==> src/rtl/song_writer.sv <==
`default_nettype none
// ============================================================================
//  Module   : song_writer
//  Captures a live note stream into one song-memory slot as {note,duration}
//  run-length entries, closed by a zero terminator word.
//  Revision : 1.0 - initial release
// ============================================================================
module song_writer (
    input  logic        clk,
    input  logic        reset,
    input  logic        record,
    input  logic [1:0]  song,
    input  logic [5:0]  note_in,
    input  logic        beat,
    output logic        wr_en,
    output logic [6:0]  wr_addr,
    output logic [11:0] wr_data,
    output logic        recording,
    output logic        record_done,
    output logic        full
);

    localparam logic [2:0] S_IDLE  = 3'd0;
    localparam logic [2:0] S_ARM   = 3'd1;
    localparam logic [2:0] S_ACCUM = 3'd2;
    localparam logic [2:0] S_TERM  = 3'd3;
    localparam logic [2:0] S_DONE  = 3'd4;

    localparam logic [5:0] C_DUR_MAX    = 6'd63;
    localparam logic [4:0] C_LAST_ENTRY = 5'd30;

    logic [2:0]  state_q,       state_d;
    logic [1:0]  song_q,        song_d;
    logic [4:0]  index_q,       index_d;
    logic [5:0]  dur_q,         dur_d;
    logic [5:0]  cur_note_q,    cur_note_d;
    logic        full_q,        full_d;
    logic        wr_en_q,       wr_en_d;
    logic [6:0]  wr_addr_q,     wr_addr_d;
    logic [11:0] wr_data_q,     wr_data_d;
    logic        record_done_q, record_done_d;

    logic w_change;
    logic w_flush;
    logic w_full_hit;

    // A beat closes the running entry on a new note or a saturated duration;
    // dropping record closes it regardless of any coincident beat.
    assign w_change   = beat && ((note_in != cur_note_q) || (dur_q == C_DUR_MAX));
    assign w_flush    = (state_q == S_ACCUM) && (!record || w_change);
    assign w_full_hit = w_flush && (index_q == C_LAST_ENTRY);

    always_ff @(posedge clk) begin
        if (reset) begin
            state_q       <= S_IDLE;
            song_q        <= 2'd0;
            index_q       <= 5'd0;
            dur_q         <= 6'd0;
            cur_note_q    <= 6'd0;
            full_q        <= 1'b0;
            wr_en_q       <= 1'b0;
            wr_addr_q     <= 7'd0;
            wr_data_q     <= 12'd0;
            record_done_q <= 1'b0;
        end else begin
            state_q       <= state_d;
            song_q        <= song_d;
            index_q       <= index_d;
            dur_q         <= dur_d;
            cur_note_q    <= cur_note_d;
            full_q        <= full_d;
            wr_en_q       <= wr_en_d;
            wr_addr_q     <= wr_addr_d;
            wr_data_q     <= wr_data_d;
            record_done_q <= record_done_d;
        end
    end

    always_comb begin
        state_d = state_q;
        case (state_q)
            S_IDLE: begin
                if (record) state_d = S_ARM;
            end
            S_ARM: begin
                if (!record)   state_d = S_TERM;
                else if (beat) state_d = S_ACCUM;
            end
            S_ACCUM: begin
                if (!record || w_full_hit) state_d = S_TERM;
            end
            S_TERM: begin
                state_d = S_DONE;
            end
            S_DONE: begin
                if (!record) state_d = S_IDLE;
            end
            default: begin
                state_d = S_IDLE;
            end
        endcase
    end

    always_comb begin
        song_d        = song_q;
        index_d       = index_q;
        dur_d         = dur_q;
        cur_note_d    = cur_note_q;
        full_d        = full_q;
        wr_en_d       = 1'b0;
        wr_addr_d     = 7'd0;
        wr_data_d     = 12'd0;
        record_done_d = 1'b0;
        recording     = (state_q == S_ARM) || (state_q == S_ACCUM);

        case (state_q)
            S_IDLE: begin
                if (record) begin
                    song_d  = song;
                    index_d = 5'd0;
                    dur_d   = 6'd0;
                    full_d  = 1'b0;
                end
            end
            S_ARM: begin
                if (record && beat) begin
                    cur_note_d = note_in;
                    dur_d      = 6'd1;
                end
            end
            S_ACCUM: begin
                if (w_flush) begin
                    wr_en_d   = 1'b1;
                    wr_addr_d = {song_q, index_q};
                    wr_data_d = {cur_note_q, dur_q};
                    index_d   = index_q + 5'd1;
                    if (index_q == C_LAST_ENTRY) full_d = 1'b1;
                end
                if (record && beat) begin
                    if (w_change) begin
                        cur_note_d = note_in;
                        dur_d      = 6'd1;
                    end else begin
                        dur_d      = dur_q + 6'd1;
                    end
                end
            end
            S_TERM: begin
                wr_en_d       = 1'b1;
                wr_addr_d     = {song_q, index_q};
                wr_data_d     = 12'd0;
                record_done_d = 1'b1;
            end
            default: begin
            end
        endcase
    end

    assign wr_en       = wr_en_q;
    assign wr_addr     = wr_addr_q;
    assign wr_data     = wr_data_q;
    assign record_done = record_done_q;
    assign full        = full_q;

endmodule
`default_nettype wire
==> config.mk <==
export PLATFORM = sky130hd
export DESIGN_NAME = song_writer
export DESIGN_NICKNAME = d
export VERILOG_FILES = /design/src/rtl/song_writer.sv
export SDC_FILE = /design/constraint.sdc
export NUM_CORES = 1
export LEC_CHECK = 0
export BUFFER_PORTS_ARGS = -buffer_cell sky130_fd_sc_hd__buf_2
export CAP_MARGIN = 30
export CORE_ASPECT_RATIO = 2
export CORE_MARGIN = 3
export CORE_UTILIZATION = 23
export CTS_BUF_LIST = sky130_fd_sc_hd__clkbuf_8
export CTS_CLUSTER_DIAMETER = 50
export CTS_CLUSTER_SIZE = 20
export DETAILED_ROUTE_END_ITERATION = 8
export PLACE_DENSITY = 0.48
export SYNTH_ARGS = -nofsm -noshare
export SYNTH_HDL_FRONTEND = slang
export SYNTH_SLANG_ARGS = --single-unit
==> constraint.sdc <==
create_clock -name clk -period 2.9 [get_ports clk]
set_clock_uncertainty 0.15 [all_clocks]
set_input_delay 0.58 -clock clk [delete_from_list [all_inputs] [get_ports clk]]
set_output_delay 0.58 -clock clk [all_outputs]
set_load 0.005 [all_outputs]
# ---- Yosys cells after proc, flatten, opt, wreduce, memory -nomap -nowiden
# Cells that the tools add are included.
dict set report word_totals {
  mem_bits_rw 0
  output_inout_bits 23
  latch_bits 0
  n_memories 0
  mem_bits_ro 0
  regBits 44
}
dict set report classes {
  n_shift 0
  n_addsub 2
  div_mod_pow 0
  bitwise_logic 2
  n_reduce_logical 20
  n_mux 27
  multipliers 0
  n_eq_ne 16
  n_lt_le_gt_ge 0
}
# cell count
set op_table {}
lappend op_table {{$mux 6} 7}
lappend op_table {{$pmux 6 s3} 1}
lappend op_table {{$reduce_and 4->1} 4}
lappend op_table {{$mux 3} 5}
lappend op_table {{$pmux 3 s5} 1}
lappend op_table {{$pmux 7 s2} 1}
lappend op_table {{$pmux 6 s2} 1}
lappend op_table {{$mux 5} 2}
lappend op_table {{$ne 2x2->1 const B} 5}
lappend op_table {{$pmux 5 s2} 1}
lappend op_table {{$mux 7} 1}
lappend op_table {{$add 6x1->6 const B} 1}
lappend op_table {{$eq 3x2->1 const B} 2}
lappend op_table {{$eq 6x6->1 const B} 1}
lappend op_table {{$ne 2x1->1 const B} 3}
lappend op_table {{$ne 6x6->1} 1}
lappend op_table {{$add 5x1->5 const B} 1}
lappend op_table {{$eq 5x5->1 const B} 1}
lappend op_table {{$mux 1} 5}
lappend op_table {{$logic_and 1x1->1} 4}
lappend op_table {{$logic_or 1x1->1} 4}
lappend op_table {{$pmux 1 s2} 2}
lappend op_table {{$reduce_bool 2->1} 2}
lappend op_table {{$eq 3x1->1 const B} 1}
lappend op_table {{9 further kinds} 10}

# ---- Longest topological paths before layout
# Gate-level depths: netlist of the first run.
dict set report logic_depth {
  word_depth 9
  mapped_depth 7
  depth_no_buf 6
}

# ---- Worst setup path before layout of the first run
# No wires, ideal clock.
dict set report synth_timing {
  kind {in2reg}
  start {input port record}
  end {register index_q[1]}
  n_path_buf 1
  required_time_ps 2630
  setup_ps 120
  arrival_time_ps 1901
  setup_slack_ps 729
  cell_stages 6
  cell_sequence {clkbuf_1 nor2b_1 nor3b_1 nor2_1 nand3b_1 mux2i_1}
}
dict set report synth_between {
  elab_chain_cells 5
  elab_cells_between_ends 6
  classes_between {eq/ne: 2; reduce/logical: 4}
}
# element line
set synth_rtl {}
lappend synth_rtl {{start, declared} 11} ;# input logic record,
lappend synth_rtl {{$logic_not 1->1} --}
lappend synth_rtl {{$logic_or 1x1->1} 50} ;# assign w_flush = (state_q == S_ACCUM) && (!record || w_change);
lappend synth_rtl {{$logic_and 1x1->1} 50}
lappend synth_rtl {{$ne 2x2->1 (no line)} --}
lappend synth_rtl {{$reduce_and 3->1 (no line) *} --}
lappend synth_rtl {{end signal, assigned} 68} ;# index_q <= index_d;
lappend synth_rtl {{end, declared} 34} ;# logic [4:0] index_q, index_d;
# Every way passes the cells marked *; elsewhere a longest branch is shown, timed or not.
# A chain may end at the register's enable or synchronous reset.

# ---- Final worst setup path of the first run
dict set report layout_timing {
  start {register dur_q[0]}
  end {register dur_q[3]}
}
dict set report layout_between {
  elab_chain_cells 6
  elab_cells_between_ends 7
  classes_between {add/sub: 1; eq/ne: 1; mux: 3; reduce/logical: 2}
}
# element line
set layout_rtl {}
lappend layout_rtl {{start, declared} 35} ;# logic [5:0] dur_q, dur_d;
lappend layout_rtl {{start signal, assigned} 69} ;# dur_q <= dur_d;
lappend layout_rtl {{branches (longest 3 deep; another with $add 6x1->6)} --}
lappend layout_rtl {{$mux 6 *} 140} ;# if (w_change) begin
lappend layout_rtl {{$mux 6 *} 139} ;# if (record && beat) begin
lappend layout_rtl {{$pmux 6 s3 *} 116} ;# case (state_q)
# Mark *: on every way between the ends. The select of a mux whose other input is x is not followed.

==> report_table.html, run 1 <==
<table>
<tr><th>Metric</th><th>Value</th></tr>
<tr><th colspan="2">Worst setup path</th></tr>
<tr><td>Critical path class</td><td>flip-flop to flip-flop</td></tr>
<tr><td>Crit path required time</td><td>2980 ps</td></tr>
<tr><td>Delay contributed by the slowest stage of the critical path</td><td>540 ps</td></tr>
<tr><td>Combined buffer and inverter count along the critical path</td><td>0</td></tr>
<tr><td>Worst flop-to-flop path startpoint</td><td>dur_q[0]</td></tr>
<tr><td>Worst Setup End Kind</td><td>flip-flop</td></tr>
<tr><td>Master of the slowest instance on the critical path</td><td>or4_1</td></tr>
<tr><td>Largest delay share family, worst path</td><td>simple AND/OR/NAND/NOR gates</td></tr>
<tr><td>Crit. Startpoint</td><td>dur_q[0]</td></tr>
<tr><td>Largest fanout on the critical path</td><td>5</td></tr>
<tr><td>List of cells traversed by the critical path</td><td>ha_1 &gt; and3_1 &gt; a311oi_1 &gt; a21oi_1 &gt; or4_1 &gt; mux2i_1</td></tr>
<tr><td>Sort of element at the start of the critical path</td><td>flip-flop</td></tr>
<tr><td>Crit path arrival time</td><td>2430 ps</td></tr>
<tr><th colspan="2">Global route</th></tr>
<tr><td>Number of antenna violations at the first check in global routing</td><td>0</td></tr>
<tr><td>Global-route wire length before repair</td><td>7.70 mm</td></tr>
<tr><td>Tot GR Track Use</td><td>0.104</td></tr>
<tr><td>Overflow left after global routing</td><td>0</td></tr>
<tr><td>Maximum number of pins on one net before global-route repair</td><td>30</td></tr>
<tr><td>Number of global-route vias before repair</td><td>1554</td></tr>
<tr><th colspan="2">Power and ir drop</th></tr>
<tr><td>Sw Pwr</td><td>388 uW</td></tr>
<tr><td>Largest vdd supply drop</td><td>0.169 mV</td></tr>
<tr><td>Power Internal</td><td>928 uW</td></tr>
<tr><td>Power share of the clock group</td><td>0.309</td></tr>
<tr><td>Power per cell area</td><td>577 nW/um^2</td></tr>
<tr><td>Combinational cell fraction of total power</td><td>0.190</td></tr>
<tr><td>Sw frac</td><td>0.295</td></tr>
<tr><td>Total leakage power</td><td>0.957 nW</td></tr>
<tr><td>Part of the power in registers</td><td>0.501</td></tr>
<tr><th colspan="2">Floorplan</th></tr>
<tr><td>Initial core utilization</td><td>0.238</td></tr>
<tr><td>IO Count</td><td>35</td></tr>
<tr><td>Site row count</td><td>46</td></tr>
<tr><td>Die extent in x</td><td>70.3 um</td></tr>
<tr><td>Area of the placeable core</td><td>8000 um^2</td></tr>
<tr><td>Die Ht</td><td>135 um</td></tr>
<tr><td>Die outline area</td><td>9460 um^2</td></tr>
<tr><th colspan="2">Yosys</th></tr>
<tr><td>Flip-flop and latch count after synthesis</td><td>44</td></tr>
<tr><td>Most used standard cell by instance count after synthesis</td><td>dfxtp_1</td></tr>
<tr><td>Top area cells in the synthesized netlist</td><td>dfxtp_1, mux2i_1, and2_1, nand2b_1, nand2_1</td></tr>
<tr><td>Top cell type by total area after synthesis</td><td>dfxtp_1</td></tr>
<tr><td>Synthesized area per cell</td><td>9.37 um^2</td></tr>
<tr><td>Combined area of all synthesized cells</td><td>1900 um^2</td></tr>
<tr><td>Synth Net Count</td><td>218</td></tr>
<tr><td>FFs w/ async S/R, synth</td><td>0</td></tr>
<tr><td>Top cell types by occurrence after synthesis</td><td>dfxtp_1, and2_1, nand2b_1</td></tr>
<tr><td>Synth warn</td><td>0</td></tr>
<tr><td>Count of unique library cells instantiated by Yosys</td><td>45</td></tr>
<tr><td>Most common flop cell mapped by yosys</td><td>dfxtp_1</td></tr>
<tr><td>Post-synthesis sequential area ratio</td><td>0.463</td></tr>
<tr><td>Number of enable-type register cells in the synthesized netlist</td><td>0</td></tr>
<tr><td>Synth top area share</td><td>0.463</td></tr>
<tr><td>Cell count after synthesis</td><td>203</td></tr>
<tr><th colspan="2">Placement</th></tr>
<tr><td>Final weighted congestion in routability-driven placement</td><td>0.771</td></tr>
<tr><td>HPWL reported at the end of detailed placement</td><td>3.37 mm</td></tr>
<tr><td>Port-buffer cells</td><td>34</td></tr>
<tr><td>Placement-stage cell area</td><td>2190 um^2</td></tr>
<tr><th colspan="2">Clock network</th></tr>
<tr><td>Clock Sinks</td><td>44</td></tr>
<tr><td>Maximum clock insertion buffer count</td><td>2</td></tr>
<tr><td>Post-cts repair resize count</td><td>0</td></tr>
<tr><td>Cts hold-fix bufs</td><td>0</td></tr>
<tr><td>Register clock-pin slew on the reported worst setup and hold paths</td><td>80 ps</td></tr>
<tr><td>Post CTS Setup Buffer Count</td><td>0</td></tr>
<tr><td>TritonCTS clock tree</td><td>built</td></tr>
<tr><td>Insertion delay of the later-clocked pin in the worst-skew pair</td><td>310 ps</td></tr>
<tr><td>H-Tree Depth</td><td>2</td></tr>
<tr><td>Root buffer cell</td><td>clkbuf_8</td></tr>
<tr><td>Cts bufs inserted</td><td>5</td></tr>
<tr><th colspan="2">Final layout</th></tr>
<tr><td>Number of diodes</td><td>0</td></tr>
<tr><td>Fraction of final layout cells sized beyond drive strength 1</td><td>0.225</td></tr>
<tr><td>Area growth from synthesis to final layout</td><td>19.9%</td></tr>
<tr><td>Net total in the final layout</td><td>254</td></tr>
<tr><td>Util after Layout</td><td>0.285</td></tr>
<tr><td>Final cell area excluding filler cells</td><td>2280 um^2</td></tr>
<tr><th colspan="2">Routing</th></tr>
<tr><td>Average wire length per cell after detail routing</td><td>13.4 um</td></tr>
<tr><td>DRC violation total after the first TritonRoute iteration</td><td>79</td></tr>
<tr><td>Antenna-violating nets left</td><td>0</td></tr>
<tr><td>Final WL</td><td>4.51 mm</td></tr>
<tr><td>DRC Markers</td><td>0</td></tr>
<tr><td>Vias</td><td>1516</td></tr>
<tr><td>Drt pass-1 iters</td><td>4</td></tr>
<tr><td>Routed via count divided by cell count</td><td>4.51</td></tr>
<tr><th colspan="2">STA</th></tr>
<tr><td>Slew at the pin with the worst max-slew slack</td><td>821 ps</td></tr>
<tr><td>Timing-limited maximum frequency</td><td>426 MHz</td></tr>
<tr><td>Shortest clock period the worst path allows after layout</td><td>2350 ps</td></tr>
<tr><td>Unrepaired setup endpoints after global routing</td><td>false</td></tr>
<tr><td>Post-route setup TNS</td><td>0 ps</td></tr>
<tr><td>Final number of setup-violating endpoints</td><td>0</td></tr>
<tr><td>Slew Limit Headroom</td><td>0.452</td></tr>
<tr><td>Ratio of final minimum period to clock period</td><td>0.810</td></tr>
<tr><td>Total count of hold-check failures in the final report</td><td>0</td></tr>
<tr><td>Number of max-slew violations in the final report</td><td>0</td></tr>
<tr><th colspan="2">Min path</th></tr>
<tr><td>Worst hold path startpoint</td><td>song_q[1]</td></tr>
<tr><td>Path category of the worst min-delay check</td><td>flip-flop to flip-flop</td></tr>
<tr><th colspan="2">Run</th></tr>
<tr><td>Max-capacitance violation count</td><td>0</td></tr>
<tr><th colspan="2">Run status</th></tr>
<tr><td>Result of the run</td><td>finished, final reports clean</td></tr>
</table>
-- cell families after synthesis --
| logic type | share of synthesized area |
|---|---|
| adders and majority gates | 0.0257 |
| DFF | 0.463 |
| AOI/OAI and AO/OA | 0.121 |
| xor gates and xnor gates | 0.0322 |
| and+or+nand+nor | 0.255 |
| muxes | 0.0743 |
| buffers and inverters | 0.0283 |
-- worst reg2reg max path, cell delays in order (launching register included) --
cell	delay [ps]
dfxtp_1	350
ha_1	230
and3_1	230
a311oi_1	430
a21oi_1	220
or4_1	540
mux2i_1	130
-- sequential cells by signal, summed over array words and instances, names as in the netlist --
signal and cells:
song_q 2, dur_q 6, full 1, record_done 1
index_q 5, cur_note_q 6, wr_en 1, wr_addr 7
state_q 3, wr_data 12
-- placed cells by master (no fill, tap or decap), types with 2 or more instances in the layout --
| cell type | n |
|---|---|
| dfxtp_1 | 44 |
| buf_2 | 34 |
| and2_1 | 19 |
| nand2b_1 | 17 |
| nand2_1 | 14 |
| mux2i_1 | 13 |
| nor2_1 | 11 |
| a21oi_1 | 9 |
| or3_1 | 6 |
| clkbuf_8 | 6 |
| inv_1 | 5 |
| xnor2_1 | 4 |
| o21ai_0 | 4 |
| nand3_1 | 4 |
| buf_4 | 4 |
| nand4_1 | 3 |
| xor2_1 | 3 |
| nor3_1 | 3 |
| ha_1 | 3 |
| a41oi_1 | 2 |
| a31oi_1 | 2 |
| or4_1 | 2 |
| a32oi_1 | 2 |
| a31o_2 | 2 |
| nand3b_1 | 2 |
-- path summary, 6_finish.rpt --
| check | end | slack, ps | cells past startpoint |
|---|---|---|---|
| worst max-delay path | dur_q[3] | 550 | 6 |
| worst min-delay path | wr_addr[6] | 320 | 1 |
| worst min register to register | wr_addr[6] | 320 | 1 |
| worst max register to register | dur_q[3] | 550 | 6 |
-- metrics by stage --
stage	setup slack (ps)	cells	power [mW]	hold slack [ps]
floorplan	729	203	0.846	279
global placement	507	328	0.926	288
detailed placement	494	328	0.928	294
CTS	553	336	1.34	313
global route	334	336	1.40	351
finish	551	336	1.32	316
-- power by group through the flow --
stage	registers (mW)	clock network [mW]	logic [mW]
after detailed placement	0.675	0	0.254
after global placement	0.673	0	0.253
final	0.660	0.407	0.249
after global routing	0.667	0.450	0.285
after floorplan	0.659	0	0.187
after CTS	0.660	0.427	0.255
-- routing by layer --
layer,track usage,wire length [um],vias up
met3,0.0231,163,8
met1,0.105,1770,703
met4,0.0576,124,0
met5,0,0,-
met2,0.191,2450,27
li1,-,-,778
-- area by class of cell --
class                           count  area (um^2)
Clock inverter                      2         11.3
Inverter                            5         18.8
Tap cell                           96          120
Multi-Input combinational cell    145          967
Fill cell                         868         5720
Sequential cell                    44          881
Clock buffer                        6         82.6
Timing Repair Buffer               38          200
(Power assumes the default switching activity.)
==> inputs of run 2 (changes only) <==
--- a/config.mk
+++ b/config.mk
@@ -14,7 +14,7 @@
 export CTS_CLUSTER_DIAMETER = 50
 export CTS_CLUSTER_SIZE = 20
 export DETAILED_ROUTE_END_ITERATION = 8
-export PLACE_DENSITY = 0.48
+export PLACE_DENSITY = 0.49
 export SYNTH_ARGS = -nofsm -noshare
 export SYNTH_HDL_FRONTEND = slang
 export SYNTH_SLANG_ARGS = --single-unit
==> constraint.sdc (replaced) <==
create_clock -name clk -period 2.1 [get_ports clk]
set_clock_uncertainty 0.15 [all_clocks]
set_input_delay 0.42 -clock clk [delete_from_list [all_inputs] [get_ports clk]]
set_output_delay 0.42 -clock clk [all_outputs]
set_load 0.005 [all_outputs]
==> run 2 against run 1 <==
Flip-flop and latch count did not move. Sequential power rose by 38%. Clock-buffer cell count did not move. Utilization rose by 1.7 points. Largest cell class unchanged. Largest power group unchanged.
==> report_table.html, run 2 (synthesis results as in run 1) <==
<table>
<tr><th>Metric</th><th>Value</th></tr>
<tr><th colspan="2">STA</th></tr>
<tr><td>Final number of setup-violating endpoints</td><td>0 (unchanged)</td></tr>
<tr><td>Slew at the pin with the worst max-slew slack</td><td>581 ps (-241 ps)</td></tr>
<tr><td>Ratio of final minimum period to clock period</td><td>0.940 (+0.130)</td></tr>
<tr><td>Unrepaired setup endpoints after global routing</td><td>false</td></tr>
<tr><td>Shortest clock period the worst path allows after layout</td><td>1970 ps (-376 ps)</td></tr>
<tr><td>Post-route setup slack</td><td>127 ps (-424 ps)</td></tr>
<tr><td>Number of max-slew violations in the final report</td><td>0 (unchanged)</td></tr>
<tr><td>Slew Limit Headroom</td><td>0.612 (+0.160)</td></tr>
<tr><td>Post-route setup TNS</td><td>0 ps (unchanged)</td></tr>
<tr><td>Total count of hold-check failures in the final report</td><td>0 (unchanged)</td></tr>
<tr><td>Timing-limited maximum frequency</td><td>507 MHz (+19%)</td></tr>
<tr><th colspan="2">Global route</th></tr>
<tr><td>Overflow left after global routing</td><td>0 (unchanged)</td></tr>
<tr><td>Tot GR Track Use</td><td>0.106 (+0.00249)</td></tr>
<tr><td>Number of global-route vias before repair</td><td>1657 (+6.6%)</td></tr>
<tr><td>Global-route wire length before repair</td><td>7.90 mm (+2.6%)</td></tr>
<tr><td>Number of antenna violations at the first check in global routing</td><td>0 (unchanged)</td></tr>
<tr><td>Maximum number of pins on one net before global-route repair</td><td>30 (unchanged)</td></tr>
<tr><th colspan="2">Routing</th></tr>
<tr><td>Average wire length per cell after detail routing</td><td>13.5 um (+0.12%)</td></tr>
<tr><td>Final WL</td><td>4.72 mm (+4.6%)</td></tr>
<tr><td>Routed via count divided by cell count</td><td>4.53 (+0.34%)</td></tr>
<tr><td>Drt pass-1 iters</td><td>4 (unchanged)</td></tr>
<tr><td>Vias</td><td>1589 (+4.8%)</td></tr>
<tr><td>Antenna-violating nets left</td><td>0 (unchanged)</td></tr>
<tr><td>DRC Markers</td><td>0 (unchanged)</td></tr>
<tr><td>DRC violation total after the first TritonRoute iteration</td><td>75 (-5.1%)</td></tr>
<tr><th colspan="2">Worst setup path</th></tr>
<tr><td>Master of the slowest instance on the critical path</td><td>or4_1</td></tr>
<tr><td>Worst flop-to-flop path startpoint</td><td>dur_q[0]</td></tr>
<tr><td>Combined buffer and inverter count along the critical path</td><td>0 (unchanged)</td></tr>
<tr><td>Crit path required time</td><td>2190 ps (-790 ps)</td></tr>
<tr><td>Worst Setup End Kind</td><td>flip-flop</td></tr>
<tr><td>Sort of element at the start of the critical path</td><td>flip-flop</td></tr>
<tr><td>List of cells traversed by the critical path</td><td>ha_1 &gt; and3_4 &gt; a311oi_2 &gt; a21oi_2 &gt; or4_1 &gt; mux2i_1</td></tr>
<tr><td>Worst flop-to-flop path endpoint</td><td>dur_q[3]</td></tr>
<tr><td>Delay contributed by the slowest stage of the critical path</td><td>520 ps (-20 ps)</td></tr>
<tr><td>Largest fanout on the critical path</td><td>4 (-1)</td></tr>
<tr><td>R2r setup slk</td><td>130 ps (-420 ps)</td></tr>
<tr><td>Crit path arrival time</td><td>2060 ps (-370 ps)</td></tr>
<tr><td>Largest delay share family, worst path</td><td>simple AND/OR/NAND/NOR gates</td></tr>
<tr><td>Critical path class</td><td>flip-flop to flip-flop</td></tr>
<tr><td>Depth of the worst register-to-register path</td><td>6 (unchanged)</td></tr>
<tr><th colspan="2">Run status</th></tr>
<tr><td>Result of the run</td><td>finished, final reports clean</td></tr>
<tr><th colspan="2">Floorplan</th></tr>
<tr><td>Die Ht</td><td>135 um (unchanged)</td></tr>
<tr><td>Area of the placeable core</td><td>8000 um^2 (unchanged)</td></tr>
<tr><td>Site row count</td><td>46 (unchanged)</td></tr>
<tr><td>IO Count</td><td>35 (unchanged)</td></tr>
<tr><td>Die extent in x</td><td>70.3 um (unchanged)</td></tr>
<tr><td>Initial core utilization</td><td>0.238 (unchanged)</td></tr>
<tr><td>Die outline area</td><td>9460 um^2 (unchanged)</td></tr>
<tr><th colspan="2">Clock network</th></tr>
<tr><td>H-Tree Depth</td><td>2 (unchanged)</td></tr>
<tr><td>Clock Sinks</td><td>44 (unchanged)</td></tr>
<tr><td>Cts hold-fix bufs</td><td>0 (unchanged)</td></tr>
<tr><td>TritonCTS clock tree</td><td>built</td></tr>
<tr><td>Insertion delay of the later-clocked pin in the worst-skew pair</td><td>300 ps (about the same)</td></tr>
<tr><td>Root buffer cell</td><td>clkbuf_8</td></tr>
<tr><td>Maximum clock insertion buffer count</td><td>2 (unchanged)</td></tr>
<tr><td>Cts bufs inserted</td><td>5 (unchanged)</td></tr>
<tr><td>Register clock-pin slew on the reported worst setup and hold paths</td><td>80 ps (about the same)</td></tr>
<tr><th colspan="2">Power and ir drop</th></tr>
<tr><td>Power per cell area</td><td>766 nW/um^2 (+33%)</td></tr>
<tr><td>Total leakage power</td><td>1.04 nW (+9.0%)</td></tr>
<tr><td>Largest vdd supply drop</td><td>0.320 mV (+89%)</td></tr>
<tr><td>Total power draw</td><td>1.85 mW (+41%)</td></tr>
<tr><th colspan="2">Final layout</th></tr>
<tr><td>Number of diodes</td><td>0 (unchanged)</td></tr>
<tr><td>Leading cell type in the layout, fill and taps excluded</td><td>dfxtp_1</td></tr>
<tr><td>Fraction of final layout cells sized beyond drive strength 1</td><td>0.286 (+0.0613)</td></tr>
<tr><td>Largest register FFs</td><td>12 (unchanged)</td></tr>
<tr><td>Area growth from synthesis to final layout</td><td>27.0%</td></tr>
<tr><td>Most frequent cells in the layout</td><td>dfxtp_1, buf_2, and2_1</td></tr>
<tr><td>Net total in the final layout</td><td>269 (+5.9%)</td></tr>
<tr><th colspan="2">Placement</th></tr>
<tr><td>Post-placement setup slack</td><td>-28.7 ps (-523 ps)</td></tr>
<tr><td>Port-buffer cells</td><td>34 (unchanged)</td></tr>
<tr><td>HPWL reported at the end of detailed placement</td><td>3.58 mm (+6.2%)</td></tr>
<tr><td>Final weighted congestion in routability-driven placement</td><td>0.838 (+8.6%)</td></tr>
<tr><th colspan="2">Min path</th></tr>
<tr><td>Endpoint of the worst hold-timing path</td><td>song_q[0]</td></tr>
<tr><td>Worst hold path startpoint</td><td>song[0]</td></tr>
<tr><td>Path category of the worst min-delay check</td><td>primary input to flip-flop</td></tr>
<tr><td>Depth of the worst hold-timing path</td><td>3 (+2)</td></tr>
<tr><th colspan="2">Run</th></tr>
<tr><td>Max-capacitance violation count</td><td>0 (unchanged)</td></tr>
</table>
==> run 2: timing repair <==
| action | 4_1_cts | 5_1_grt |
|---|---|---|
| pin swaps | 1 | 1 |
| cloned | 0 | 0 |
| setup buffers | 0 | 0 |
| endpoints found under the setup margin | 2 | 8 |
| gates resized for setup | 1 | 6 |
==> run 2: how the worst max path moves through the flow <==
stage,start,to,cells past startpoint
3_5_place_dp,dur_q[0],dur_q[3],6
2_1_floorplan,dur_q[0],wr_data[10],7
6_report,dur_q[0],dur_q[3],6
4_1_cts,dur_q[0],dur_q[3],6
5_1_grt,dur_q[1],index_q[3],7
3_3_place_gp,dur_q[0],dur_q[3],6
==> run 2: cell type report <==
class / count / area (um^2)
Clock buffer: 6 / 82.6
Multi-Input combinational cell: 145 / 990
Clock inverter: 2 / 7.51
Timing Repair Buffer: 53 / 317
Tap cell: 96 / 120
Inverter: 5 / 18.8
Sequential cell: 44 / 881
Fill cell: 867 / 5580
==> run 2: worst reg2reg max path, delay by kind of cell (launching register included) <==
kind                     cells  cell delay [ps]
adder cells (fa/ha/maj)      1              200
AND/OR/NAND/NOR              2              710
flip-flops                   1              320
AO/OA/AOI/OAI                2              410
multiplexers                 1              120
==> run 2: power breakdown <==
group	internal [mW]	total, mW	switching (mW)
combinational	0.179	0.387	0.208
clock	0.259	0.553	0.294
sequential	0.870	0.910	0.0399
==> run 2: metal layers <==
metal  share of wire  GRT usage  vias to the layer above
met1            0.37      0.104                      744
li1                -          -                      799
met3           0.038     0.0231                        9
met2            0.56      0.200                       37
met4           0.028     0.0576                        0
met5               0          0                        -
==> run 2: stage by stage <==
step / utilization / std cells / cell area, um^2 / hold slack, ps
2_1_floorplan: - / 203 / 1910 / 279
3_3_place_gp: 0.288 / 343 / 2300 / 295
3_5_place_dp: 0.288 / 343 / 2300 / 306
4_1_cts: 0.300 / 351 / 2400 / 203
5_1_grt: 0.302 / 351 / 2420 / 217
6_report: 0.302 / 351 / 2420 / 214
==> inputs of run 3 (changes only) <==
--- a/config.mk
+++ b/config.mk
@@ -14,7 +14,7 @@
 export CTS_CLUSTER_DIAMETER = 50
 export CTS_CLUSTER_SIZE = 20
 export DETAILED_ROUTE_END_ITERATION = 8
-export PLACE_DENSITY = 0.49
+export PLACE_DENSITY = 0.48
 export SYNTH_ARGS = -nofsm -noshare
 export SYNTH_HDL_FRONTEND = slang
 export SYNTH_SLANG_ARGS = --single-unit
==> constraint.sdc (replaced) <==
create_clock -name clk -period 1.9 [get_ports clk]
set_clock_uncertainty 0.15 [all_clocks]
set_input_delay 0.38 -clock clk [delete_from_list [all_inputs] [get_ports clk]]
set_output_delay 0.38 -clock clk [all_outputs]
set_load 0.005 [all_outputs]
==> run 3 against run 2 <==
Clock-buffer cell count unchanged. First-iteration DRC count down 44%. Largest power group unchanged. Critical endpoint is now dur_q[0]. Flip-flop and latch count unchanged.
==> report_table.html, run 3 (synthesis results as in run 1) <==
<table>
<tr><th>Metric</th><th>Value</th></tr>
<tr><th colspan="2">STA</th></tr>
<tr><td>Number of max-slew violations in the final report</td><td>0 (unchanged)</td></tr>
<tr><td>Total count of hold-check failures in the final report</td><td>0 (unchanged)</td></tr>
<tr><td>Slew Limit Headroom</td><td>0.765 (+0.152)</td></tr>
<tr><td>Unrepaired setup endpoints after global routing</td><td>true</td></tr>
<tr><td>Shortest clock period the worst path allows after layout</td><td>1850 ps (-118 ps)</td></tr>
<tr><td>Post-route setup TNS</td><td>0 ps (unchanged)</td></tr>
<tr><td>Ratio of final minimum period to clock period</td><td>0.976 (+0.0366)</td></tr>
<tr><td>Final number of setup-violating endpoints</td><td>0 (unchanged)</td></tr>
<tr><td>Slew at the pin with the worst max-slew slack</td><td>352 ps (-228 ps)</td></tr>
<tr><td>Hold Slack</td><td>153 ps (-61.1 ps)</td></tr>
<tr><td>Timing-limited maximum frequency</td><td>539 MHz (+6.4%)</td></tr>
<tr><th colspan="2">Placement</th></tr>
<tr><td>HPWL reported at the end of detailed placement</td><td>3.75 mm (+4.8%)</td></tr>
<tr><td>Port-buffer cells</td><td>34 (unchanged)</td></tr>
<tr><td>Placement-stage cell area</td><td>2420 um^2 (+5.3%)</td></tr>
<tr><td>Final weighted congestion in routability-driven placement</td><td>0.812 (-3.1%)</td></tr>
<tr><th colspan="2">Routing</th></tr>
<tr><td>Average wire length per cell after detail routing</td><td>13.4 um (-0.65%)</td></tr>
<tr><td>Antenna-violating nets left</td><td>0 (unchanged)</td></tr>
<tr><td>Vias</td><td>1648 (+3.7%)</td></tr>
<tr><td>Drt pass-1 iters</td><td>4 (unchanged)</td></tr>
<tr><td>Routed via count divided by cell count</td><td>4.49 (-0.81%)</td></tr>
<tr><td>DRC Markers</td><td>0 (unchanged)</td></tr>
<tr><td>DRC violation total after the first TritonRoute iteration</td><td>42 (-44%)</td></tr>
<tr><td>Final WL</td><td>4.90 mm (+3.9%)</td></tr>
<tr><th colspan="2">Final layout</th></tr>
<tr><td>Leading cell type in the layout, fill and taps excluded</td><td>dfxtp_1</td></tr>
<tr><td>Area occupied by multi-input gates</td><td>1090 um^2 (+11%)</td></tr>
<tr><td>Net total in the final layout</td><td>285 (+5.9%)</td></tr>
<tr><td>Util after Layout</td><td>0.337 (+0.0349)</td></tr>
<tr><td>Largest register FFs</td><td>12 (unchanged)</td></tr>
<tr><td>Area growth from synthesis to final layout</td><td>41.7%</td></tr>
<tr><td>Number of diodes</td><td>0 (unchanged)</td></tr>
<tr><td>Seq. cell area</td><td>891 um^2 (+1.1%)</td></tr>
<tr><td>Fraction of final layout cells sized beyond drive strength 1</td><td>0.387 (+0.101)</td></tr>
<tr><td>Most frequent cells in the layout</td><td>dfxtp_1, buf_2, buf_4</td></tr>
<tr><td>Final cell area excluding filler cells</td><td>2700 um^2 (+12%)</td></tr>
<tr><td>Fill cell total of the finished layout</td><td>854 (-1.5%)</td></tr>
<tr><th colspan="2">Global route</th></tr>
<tr><td>Number of antenna violations at the first check in global routing</td><td>0 (unchanged)</td></tr>
<tr><td>Maximum number of pins on one net before global-route repair</td><td>30 (unchanged)</td></tr>
<tr><td>Number of global-route vias before repair</td><td>1738 (+4.9%)</td></tr>
<tr><td>Tot GR Track Use</td><td>0.110 (+0.00421)</td></tr>
<tr><td>Global-route wire length before repair</td><td>8.14 mm (+3.1%)</td></tr>
<tr><td>Overflow left after global routing</td><td>0 (unchanged)</td></tr>
<tr><th colspan="2">Floorplan</th></tr>
<tr><td>Area of the placeable core</td><td>8000 um^2 (unchanged)</td></tr>
<tr><td>Site row count</td><td>46 (unchanged)</td></tr>
<tr><td>Die Ht</td><td>135 um (unchanged)</td></tr>
<tr><td>Initial core utilization</td><td>0.238 (unchanged)</td></tr>
<tr><td>Die extent in x</td><td>70.3 um (unchanged)</td></tr>
<tr><td>IO Count</td><td>35 (unchanged)</td></tr>
<tr><td>Die outline area</td><td>9460 um^2 (unchanged)</td></tr>
<tr><th colspan="2">Worst setup path</th></tr>
<tr><td>Crit path required time</td><td>1940 ps (-250 ps)</td></tr>
<tr><td>R2r setup slk</td><td>50 ps (-80 ps)</td></tr>
<tr><td>Depth of the worst register-to-register path</td><td>7 (+1)</td></tr>
<tr><td>Crit path arrival time</td><td>1890 ps (-170 ps)</td></tr>
<tr><td>Critical path class</td><td>flip-flop to flip-flop</td></tr>
<tr><td>Worst Setup End Kind</td><td>flip-flop</td></tr>
<tr><td>Worst flop-to-flop path endpoint</td><td>dur_q[0]</td></tr>
<tr><td>Sort of element at the start of the critical path</td><td>flip-flop</td></tr>
<tr><td>Worst flop-to-flop path startpoint</td><td>dur_q[0]</td></tr>
<tr><td>Largest fanout on the critical path</td><td>4 (unchanged)</td></tr>
<tr><th colspan="2">Clock network</th></tr>
<tr><td>Cts hold-fix bufs</td><td>0 (unchanged)</td></tr>
<tr><td>H-Tree Depth</td><td>2 (unchanged)</td></tr>
<tr><td>TritonCTS clock tree</td><td>built</td></tr>
<tr><td>Root buffer cell</td><td>clkbuf_8</td></tr>
<tr><td>Register clock-pin slew on the reported worst setup and hold paths</td><td>90 ps (about the same)</td></tr>
<tr><td>Insertion delay of the later-clocked pin in the worst-skew pair</td><td>310 ps (about the same)</td></tr>
<tr><td>Cts bufs inserted</td><td>5 (unchanged)</td></tr>
<tr><td>Maximum clock insertion buffer count</td><td>2 (unchanged)</td></tr>
<tr><td>Clock Sinks</td><td>44 (unchanged)</td></tr>
<tr><th colspan="2">Min path</th></tr>
<tr><td>Endpoint of the worst hold-timing path</td><td>song_q[1]</td></tr>
<tr><td>Path category of the worst min-delay check</td><td>primary input to flip-flop</td></tr>
<tr><td>Depth of the worst hold-timing path</td><td>3 (unchanged)</td></tr>
<tr><td>Worst hold path startpoint</td><td>song[1]</td></tr>
<tr><th colspan="2">Power and ir drop</th></tr>
<tr><td>Total power draw</td><td>2.40 mW (+30%)</td></tr>
<tr><td>Largest vdd supply drop</td><td>0.338 mV (+5.6%)</td></tr>
<tr><td>Power per cell area</td><td>890 nW/um^2 (+16%)</td></tr>
<tr><td>Total leakage power</td><td>1.15 nW (+10%)</td></tr>
<tr><th colspan="2">Run status</th></tr>
<tr><td>Result of the run</td><td>finished, final reports clean</td></tr>
<tr><th colspan="2">Run</th></tr>
<tr><td>Max-capacitance violation count</td><td>0 (unchanged)</td></tr>
</table>
run 3: how the worst max path moves through the flow:
stage | from | to | slack [ps] | cells past startpoint
finish | dur_q[0] | dur_q[0] | 50 | 7
global route | dur_q[0] | wr_data[11] | -20 | 6
CTS | dur_q[1] | wr_data[1] | -70 | 6
detailed placement | note_in[3] | state_q[0] | -110 | 6
global placement | dur_q[0] | wr_data[2] | -70 | 6
floorplan | beat | dur_q[3] | 20 | 6
run 3: worst max-delay path, stage by stage, from the launching register on:
cell	delay, ps
dfxtp_2	340
ha_4	160
and3_4	160
a311o_1	310
o21ai_4	260
buf_6	150
a31o_2	140
a21oi_1	60
run 3: routing by layer:
metal / routed length [um] / part of all wire / GRT usage
met1: 1680 / 0.34 / 0.0987
met2: 2780 / 0.57 / 0.208
met3: 180 / 0.037 / 0.0231
met4: 264 / 0.054 / 0.0842
met5: 0 / 0 / 0
run 3: repair_timing:
item | 4_1_cts | 5_1_grt
setup buffers | 1 | 5
setup endpoints to repair | 24 | 32
resized for setup | 9 | 15
pin swaps | 6 | 9
run 3: area by class of cell:
cell class                      instances  share of cell area
Multi-Input combinational cell        145               0.406
Tap cell                               96              0.0446
Clock buffer                            6              0.0306
Sequential cell                        44               0.331
Timing Repair Buffer                   69               0.167
Clock inverter                          2              0.0144
Inverter                                5             0.00696
run 3: report_power, final:
part           internal (mW)  switching (mW)
Combinational          0.319           0.288
Clock                  0.430           0.349
Sequential             0.968          0.0431
Total                   1.72           0.680
run 3: per-stage QoR:
stage | cells | setup WS, ps
3_3_place_gp | 354 | -68.5
4_1_cts | 363 | -65.4
2_1_floorplan | 203 | 16.4
3_5_place_dp | 354 | -110
5_1_grt | 367 | -20.0
6_report | 367 | 45.1
